[src/rtl/cmd_bus_pkg.sv]
// Shared definitions for the cmd/addr/data register bus: command encodings,
// register addresses, STAT bit positions and the LOCK key.
package cmd_bus_pkg;

    typedef enum logic [1:0] {
        CMD_IDLE = 2'b00,
        CMD_RD   = 2'b01,
        CMD_WR   = 2'b10,
        CMD_ILL  = 2'b11
    } cmd_e;

    localparam logic [7:0] ADDR_ID      = 8'h00;
    localparam logic [7:0] ADDR_SCRATCH = 8'h04;
    localparam logic [7:0] ADDR_CTRL    = 8'h08;
    localparam logic [7:0] ADDR_STAT    = 8'h0C;
    localparam logic [7:0] ADDR_WR_CNT  = 8'h10;
    localparam logic [7:0] ADDR_RD_CNT  = 8'h14;
    localparam logic [7:0] ADDR_ERR_CNT = 8'h18;
    localparam logic [7:0] ADDR_LOCK    = 8'h1C;

    localparam int STAT_ILL   = 0;
    localparam int STAT_UNMAP = 1;
    localparam int STAT_RO    = 2;

    localparam logic [31:0] LOCK_KEY = 32'h0000_005A;

endpackage

[src/rtl/sat_cnt.sv]
// Saturating up-counter: holds at all-ones instead of wrapping; clr_i has priority.
module sat_cnt #(
    parameter int W = 16
) (
    input  logic         clk_i,
    input  logic         clr_i,
    input  logic         inc_i,
    output logic [W-1:0] cnt_o
);

    logic [W-1:0] cnt_q;
    logic [W-1:0] cnt_d;

    always_comb begin
        cnt_d = cnt_q;
        if (inc_i && (cnt_q != '1)) begin
            cnt_d = cnt_q + 1'b1;
        end
    end

    always_ff @(posedge clk_i) begin
        if (clr_i) begin
            cnt_q <= '0;
        end else begin
            cnt_q <= cnt_d;
        end
    end

    assign cnt_o = cnt_q;

endmodule

[src/rtl/cmd_rsp_regs.sv]
// Responder register bank for the cmd/addr/data bus: ID, SCRATCH, CTRL, W1C STAT
// and saturating counters. Define RSP_LOCK_EN to add the LOCK register at 0x1C.
module cmd_rsp_regs
    import cmd_bus_pkg::*;
#(
    parameter logic [31:0] ID_VALUE = 32'h0001_0100,
    parameter logic [31:0] ERR_DATA = 32'hDEAD_BEEF,
    parameter int          CNT_W    = 16
) (
    input  logic        clk_i,
    input  logic        rstn_i,
    input  logic [1:0]  cmd_i,
    input  logic [7:0]  cmd_addr_i,
    input  logic [31:0] cmd_data_i,
    output logic [31:0] cmd_data_o,
    output logic        ctrl_en_o,
    output logic [2:0]  ctrl_mode_o,
    output logic        start_pulse_o
);

    cmd_e        cmd;
    logic        isRd, isWr, isIll;
    logic        mapped, roReg, lockable;
    logic        roWrErr, unmapErr, errCycle;
    logic        locked;
    logic [31:0] readVal;
    logic [31:0] wrCnt32, rdCnt32;
    logic [2:0]  statSet, statClr;

    logic [31:0] rdata_q, rdata_d;
    logic [31:0] scratch_q, scratch_d;
    logic [3:0]  ctrl_q, ctrl_d;
    logic [2:0]  stat_q, stat_d;
    logic        startPulse_q, startPulse_d;

    logic [CNT_W-1:0] wrCnt, rdCnt;
    logic [7:0]       errCnt;

    assign cmd   = cmd_e'(cmd_i);
    assign isRd  = (cmd == CMD_RD);
    assign isWr  = (cmd == CMD_WR);
    assign isIll = (cmd == CMD_ILL);

`ifdef RSP_LOCK_EN
    logic lock_q, lock_d;

    // Lock is sticky until reset; only the exact key value sets it.
    assign lock_d = lock_q | (isWr && (cmd_addr_i == ADDR_LOCK) && (cmd_data_i == LOCK_KEY));

    always_ff @(posedge clk_i) begin
        if (!rstn_i) begin
            lock_q <= 1'b0;
        end else begin
            lock_q <= lock_d;
        end
    end

    assign locked = lock_q;
`else
    assign locked = 1'b0;
`endif

    always_comb begin
        wrCnt32 = '0;
        rdCnt32 = '0;
        wrCnt32[CNT_W-1:0] = wrCnt;
        rdCnt32[CNT_W-1:0] = rdCnt;
    end

    // Decode; misaligned addresses never match an entry so they fall to unmapped.
    always_comb begin
        mapped   = 1'b1;
        roReg    = 1'b0;
        lockable = 1'b0;
        readVal  = ERR_DATA;
        case (cmd_addr_i)
            ADDR_ID:      begin readVal = ID_VALUE;                 roReg = 1'b1; end
            ADDR_SCRATCH: begin readVal = scratch_q;                lockable = 1'b1; end
            ADDR_CTRL:    begin readVal = {28'd0, ctrl_q};          lockable = 1'b1; end
            ADDR_STAT:    begin readVal = {29'd0, stat_q};          end
            ADDR_WR_CNT:  begin readVal = wrCnt32;                  roReg = 1'b1; end
            ADDR_RD_CNT:  begin readVal = rdCnt32;                  roReg = 1'b1; end
            ADDR_ERR_CNT: begin readVal = {24'd0, errCnt};          roReg = 1'b1; end
`ifdef RSP_LOCK_EN
            ADDR_LOCK:    begin readVal = {31'd0, locked};          end
`endif
            default:      begin mapped = 1'b0;                      end
        endcase
    end

    always_comb begin
        roWrErr  = isWr && mapped && (roReg || (locked && lockable));
        unmapErr = (isRd || isWr) && !mapped;
        errCycle = isIll || unmapErr || roWrErr;

        statSet             = '0;
        statSet[STAT_ILL]   = isIll;
        statSet[STAT_UNMAP] = unmapErr;
        statSet[STAT_RO]    = roWrErr;
        statClr = (isWr && (cmd_addr_i == ADDR_STAT)) ? cmd_data_i[2:0] : 3'b000;
        // Set is applied after the clear so a simultaneous set wins.
        stat_d = (stat_q & ~statClr) | statSet;

        scratch_d    = scratch_q;
        ctrl_d       = ctrl_q;
        startPulse_d = 1'b0;
        if (isWr && !locked && (cmd_addr_i == ADDR_SCRATCH)) begin
            scratch_d = cmd_data_i;
        end
        if (isWr && !locked && (cmd_addr_i == ADDR_CTRL)) begin
            ctrl_d       = cmd_data_i[3:0];
            startPulse_d = cmd_data_i[8];
        end

        rdata_d = isRd ? readVal : rdata_q;
    end

    always_ff @(posedge clk_i) begin
        if (!rstn_i) begin
            rdata_q      <= '0;
            scratch_q    <= '0;
            ctrl_q       <= '0;
            stat_q       <= '0;
            startPulse_q <= 1'b0;
        end else begin
            rdata_q      <= rdata_d;
            scratch_q    <= scratch_d;
            ctrl_q       <= ctrl_d;
            stat_q       <= stat_d;
            startPulse_q <= startPulse_d;
        end
    end

    sat_cnt #(.W(CNT_W)) uWrCnt (
        .clk_i (clk_i),
        .clr_i (!rstn_i),
        .inc_i (isWr),
        .cnt_o (wrCnt)
    );

    sat_cnt #(.W(CNT_W)) uRdCnt (
        .clk_i (clk_i),
        .clr_i (!rstn_i),
        .inc_i (isRd),
        .cnt_o (rdCnt)
    );

    sat_cnt #(.W(8)) uErrCnt (
        .clk_i (clk_i),
        .clr_i (!rstn_i),
        .inc_i (errCycle),
        .cnt_o (errCnt)
    );

    assign cmd_data_o    = rdata_q;
    assign ctrl_en_o     = ctrl_q[0];
    assign ctrl_mode_o   = ctrl_q[3:1];
    assign start_pulse_o = startPulse_q;

endmodule
[config.mk]
export PLATFORM = sky130hd
export DESIGN_NAME = cmd_rsp_regs
export DESIGN_NICKNAME = d
export VERILOG_FILES = /design/src/rtl/cmd_bus_pkg.sv /design/src/rtl/sat_cnt.sv /design/src/rtl/cmd_rsp_regs.sv
export SDC_FILE = /design/constraint.sdc
export NUM_CORES = 1
export LEC_CHECK = 0
export CORE_MARGIN = 2
export CORE_UTILIZATION = 54
export DETAILED_ROUTE_END_ITERATION = 6
export GPL_TIMING_DRIVEN = 0
export PLACE_DENSITY = 0.8
export REMOVE_ABC_BUFFERS = 1
export SKIP_CTS_REPAIR_TIMING = 1
export SLEW_MARGIN = 10
export SYNTH_ARGS = -nofsm -noshare
export SYNTH_HDL_FRONTEND = slang
export SYNTH_SLANG_ARGS = --single-unit
[constraint.sdc]
create_clock -name clk_i -period 2.31 [get_ports clk_i]
set_clock_uncertainty 0.1 [all_clocks]
set_input_delay 0.3465 -clock clk_i [delete_from_list [all_inputs] [get_ports clk_i]]
set_output_delay 0.3465 -clock clk_i [all_outputs]
set_load 0.05 [all_outputs]
[Word level (Yosys, flattened, before mapping)]
Cells that the tools add are included.
Operators by class
  $add $sub $neg: 3
  multipliers: 0
  divide/modulo/power cells: 0
  $lt $le $gt $ge: 0
  equal/unequal tests: 12
  shift-type cells: 0
  muxes and demuxes: 4
  bitwise operators: 3
  reductions and logical operators: 17
Operators with widths (count)
  32-bit case mux with 7 select lines: 1
  16-bit by 1-bit adder with 16-bit output, second input constant: 2
  16-bit inequality test, second input constant: 2
  8-bit by 5-bit == test with 1-bit output, second input constant: 3
  8-bit by 4-bit == test with 1-bit output, second input constant: 2
  1-bit logical AND: 9
  8-bit by 1-bit adder with 8-bit output, second input constant: 1
  8-bit by 3-bit == test with 1-bit output, second input constant: 1
  8-bit zero test: 1
  8-bit inequality test, second input constant: 1
  7-bit OR reduction: 1
  2-bit == test, second input constant: 2
  4-bit OR reduction: 1
  3-bit AND: 1
  1-bit logical OR: 3
  3-bit 2-to-1 mux: 1
  3-bit NOT: 1
  3-bit bitwise OR: 1
  2-bit by 1-bit == test with 1-bit output, second input constant: 1
  1-bit 2-to-1 mux: 2
  2-bit AND reduction: 1
  1-bit zero test: 1
Storage, ports and cells
  bits in registers: 112
  bits in latches: 0
  memory bits (writable): 0
  ROM bits: 0
  bits of input ports: 44
  logic and storage cells: 47
  memories: 0

[Longest topological paths before layout]
  depth after elaboration: 8
  depth in mapped cells: 9

[Modules after synthesis]
From an unflattened synthesis, not the netlist that was laid out.
Second synthesis, totals
  cells, all modules: 632
  area, all modules: 5336.4 sq um
By module, submodules not included
  cmd_rsp_regs: times used 1, cells an instance 388, area each 3209.3 sq um, sequential area each 1441.4 sq um
  sat_cnt at uRdCnt ...: times used 2, cells an instance 99, area each 848.3 sq um, sequential area each 320.3 sq um
  sat_cnt at uErrCnt: times used 1, cells an instance 46, area each 430.4 sq um, sequential area each 160.2 sq um

[Worst setup path before layout]
OpenSTA, ideal clock, no wires.
  path kind: in2reg
  start: input cmd_addr_i[7]
  end: register uErrCnt.cnt_q[6], in the netlist uErrCnt.cnt_o[6]
  arrival time: 1.959 ns
  required time: 2.088 ns
  slack: 0.129 ns
  stages on the path: 5
  cell sequence: or4_4 > o31a_1 > a311o_1 > a41o_1 > o311a_1
Between the ends
  cells in the longest elaborated chain, start to end: 8
  elaborated cells on any way between the ends: 18
  classes of those cells: eq/ne: 6; mux: 2; reduce/logical: 10
RTL lines
  start, declared: line cmd_rsp_regs.sv:13  | input logic [7:0] cmd_addr_i,
  8-bit by 4-bit == test with 1-bit output, or another cell as far along: line cmd_rsp_regs.sv:76  | case (cmd_addr_i)
  7-bit OR reduction (no line)
  1-bit 2-to-1 mux: line cmd_rsp_regs.sv:76
  1-bit zero test: line cmd_rsp_regs.sv:93  | unmapErr = (isRd || isWr) && !mapped;
  1-bit logical AND: line cmd_rsp_regs.sv:93
  1-bit logical OR: line cmd_rsp_regs.sv:94  | errCycle = isIll || unmapErr || roWrErr;
  1-bit logical OR *: line cmd_rsp_regs.sv:94
  1-bit logical AND *: line sat_cnt.sv:16  | if (inc_i && (cnt_q != '1)) begin
  end signal, assigned: line sat_cnt.sv:25  | cnt_q <= cnt_d;
  end, declared: line sat_cnt.sv:11  | logic [W-1:0] cnt_q;
Every way passes the cells marked *; elsewhere a longest branch is shown, timed or not.
A chain may end at the register's enable or synchronous reset.

[Worst setup path in the final report]
  start: input cmd_addr_i[6]
  end: register uErrCnt.cnt_q[6], in the netlist uErrCnt.cnt_o[6]
Same word-level chain as after synthesis.

==> impl_metrics.json <==
{
  "crit_path_end": "uErrCnt.cnt_o[6]$_SDFFE_PN0P_",
  "synth_top_area_share_pct": 44.1,
  "period_needed_ns": 2.25,
  "cts_made_buffers": 9,
  "layout-drive-gt1-share_pct": 7.59,
  "first_pass_iters": 5,
  "r2r_cells": 5,
  "clkTransAtPathRegs_ns": 0.11,
  "synth_xor_xnor_area_share_pct": 2.93,
  "synth_area_leaders": "dfxtp_1 (44%), nand2_1 (6.8%), a21oi_1 (6.0%)",
  "die_x_um": 101,
  "avgRoutedWirePerCell_um": 16.5,
  "synth_edf_count": 0,
  "cp-start-kind": "input port",
  "period_share_pct": 97.4,
  "r2r-start": "uWrCnt.cnt_o[11]$_SDFFE_PN0P_",
  "grt_pass1_vias": 4508,
  "vias": 4765,
  "ys_seq_area_share_pct": 44.1,
  "synth_cell_types": 58,
  "ys_async_sr_fraction_pct": 0,
  "fin_ws_ns": 0.0608,
  "synthMuxAreaShare_pct": 3.86,
  "synthSimpleGateAreaFrac_pct": 23.6,
  "antenna_found_initial": 0,
  "synth_top_cells_by_count": "dfxtp_1 (112), nand2_1 (92), nor2_1 (67)",
  "yosysMostFrequentCell": "dfxtp_1",
  "dp.cells": 774,
  "syn-instance-count": 625,
  "crit_path_end_kind": "register",
  "grt_usage_pct": 25.8,
  "maxSlewViolCount": 0,
  "grt_max_degree": 77,
  "ys_ff_latch": 112,
  "max_slew_margin_pct": 45.2,
  "yosys_warnings": 0,
  "antenna_cells": 0,
  "io_pins": 81,
  "hp-start": "scratch_q[31]$_SDFFE_PN0P_",
  "htree_levels": 3,
  "crit_arrival_ns": 2.43,
  "max-cap-violations": 0,
  "met2WireLength_um": 6260,
  "cp_max_fo": 6,
  "min_path_type": "register to register",
  "synth_compound_area_share_pct": 20.1,
  "p_per_area_nw_per_um2": 587,
  "routed_wl_um": 13100,
  "nFillCells": 762,
  "coreArea_um2": 9200,
  "hold_viol_final": 0,
  "clockRootBuffer": "clkbuf_8",
  "clock_sinks": 112,
  "synth-adder-area-share_pct": 1.48,
  "fin_cells": 796,
  "row_count": 35,
  "overflow": 0,
  "total_leakage_power_uw": 0.00221,
  "drt_iter0_markers": 238,
  "synth_top_family_by_area": "simple AND/OR/NAND/NOR gates",
  "wl_met1_um": 5870,
  "synth.avg_cell_area_um2": 8.13,
  "top_layer": "met4",
  "synth_largest_area_cell": "dfxtp_1",
  "via_per_inst": 5.99,
  "syn-cell-area_um2": 5080,
  "gp_congestion": 0.890,
  "cts_tree": "built",
  "insertion_delay_ns": 0.38,
  "ys.flop_type": "dfxtp_1",
  "crit_type": "input port to register",
  "peakVddDrop_v": 0.000389,
  "initial_core_util_pct": 55.3,
  "met3_wirelength_um": 775,
  "die_height_um": 101,
  "worst_pin_slew_ns": 0.822,
  "crit_start": "cmd_addr_i[6]",
  "status": "completed",
  "die-area_um2": 10200,
  "cts_max_path_buffers": 2,
  "r2r_end": "uWrCnt.cnt_o[1]$_SDFFE_PN0P_",
  "io_buffers": 80,
  "cp_data_required_time_ns": 2.49,
  "rrSetupSlack_ns": 0.24,
  "timing.fmax_mhz": 445,
  "dp_slack_ns": -1.23,
  "grt_first_pass_wirelength_um": 21100,
  "ant_nets": 0,
  "place_hpwl_um": 8450,
  "drc": 0,
  "holdWs_ns": 0.365,
  "areaGrowthSynthToFinish_pct": 21.4,
  "setup_viol": 0,
  "layout.nets": 730,
  "min_delay_path_depth": 2,
  "final_util_pct": 67.1
}
==> flip-flops by register name, summed over array words and instances (netlist names) <==
signal / cells
scratch_q: 32
stat_q: 3
cmd_data_o: 32
uErrCnt.cnt_o: 8
ctrl_q: 4
uRdCnt.cnt_o: 16
start_pulse_o: 1
uWrCnt.cnt_o: 16
==> power by group <==
group / switching, uW / total (uW) / internal (uW)
combinational: 272 / 453 / 181
sequential: 33.5 / 2010 / 1970
clock: 735 / 1160 / 425
total: 1040 / 3620 / 2580
==> cell families after synthesis <==
family	count (synthesis)
adders and majority gates	6
and+or+nand+nor	257
xor gates and xnor gates	17
muxes	19
AOI/OAI and AO/OA	163
buffers and inverters	51
DFF	112
==> per-layer routing <==
layer  vias to the layer above  track usage (%)
met5                         -                0
met4                         0             7.38
met3                        20             5.69
met2                       143             43.6
met1                      2280             33.1
li1                       2322                -
==> final cells by class <==
cell class	count	area, um2	area share [%]
clock buffer	9	124	2.01
clock inverter	7	71.3	1.16
inverter	8	32.5	0.527
multi-input combinational	463	2710	43.9
sequential	112	2240	36.3
tap	111	139	2.25
timing repair buffer	86	851	13.8
==> metrics by stage <==
stage | TNS (ns) | power (uW) | area [um2]
2_1_floorplan | -3.98 | 2270 | 4910
3_5_place_dp | -79.42 | 2480 | 5870
5_1_grt | -0.00413 | 3760 | 6170
4_1_cts | -41.88 | 3620 | 6070
3_3_place_gp | -182.98 | 2470 | 5850
6_report | 0 | 3620 | 6170
==> critical path, stage by stage <==
cell	delay, ns
clkdlybuf4s50_1	0.40
or4_4	0.59
o31a_1	0.33
a311o_2	0.40
a41o_1	0.25
o311a_1	0.11
==> layout by cell type (no fill, tap or decap), drive strengths merged, types with 15 or more instances in the layout <==
master           n
xor2            15
nand2           92
dfxtp          112
o21ai           39
a21oi           61
clkdlybuf4s50   76
nor2            69
nand3           21
==> worst min-delay path by stage <==
| stage | endpoint | slack, ns |
|---|---|---|
| 2_1_floorplan | scratch_q[0]$_SDFFE_PN0P_ | 0.33 |
| 3_3_place_gp | scratch_q[30]$_SDFFE_PN0P_ | 0.34 |
| 4_1_cts | scratch_q[5]$_SDFFE_PN0P_ | 0.36 |
| 5_1_grt | scratch_q[20]$_SDFFE_PN0P_ | 0.37 |
| 6_report | scratch_q[31]$_SDFFE_PN0P_ | 0.36 |
| 3_5_place_dp | scratch_q[5]$_SDFFE_PN0P_ | 0.35 |
(Power assumes the default switching activity.)
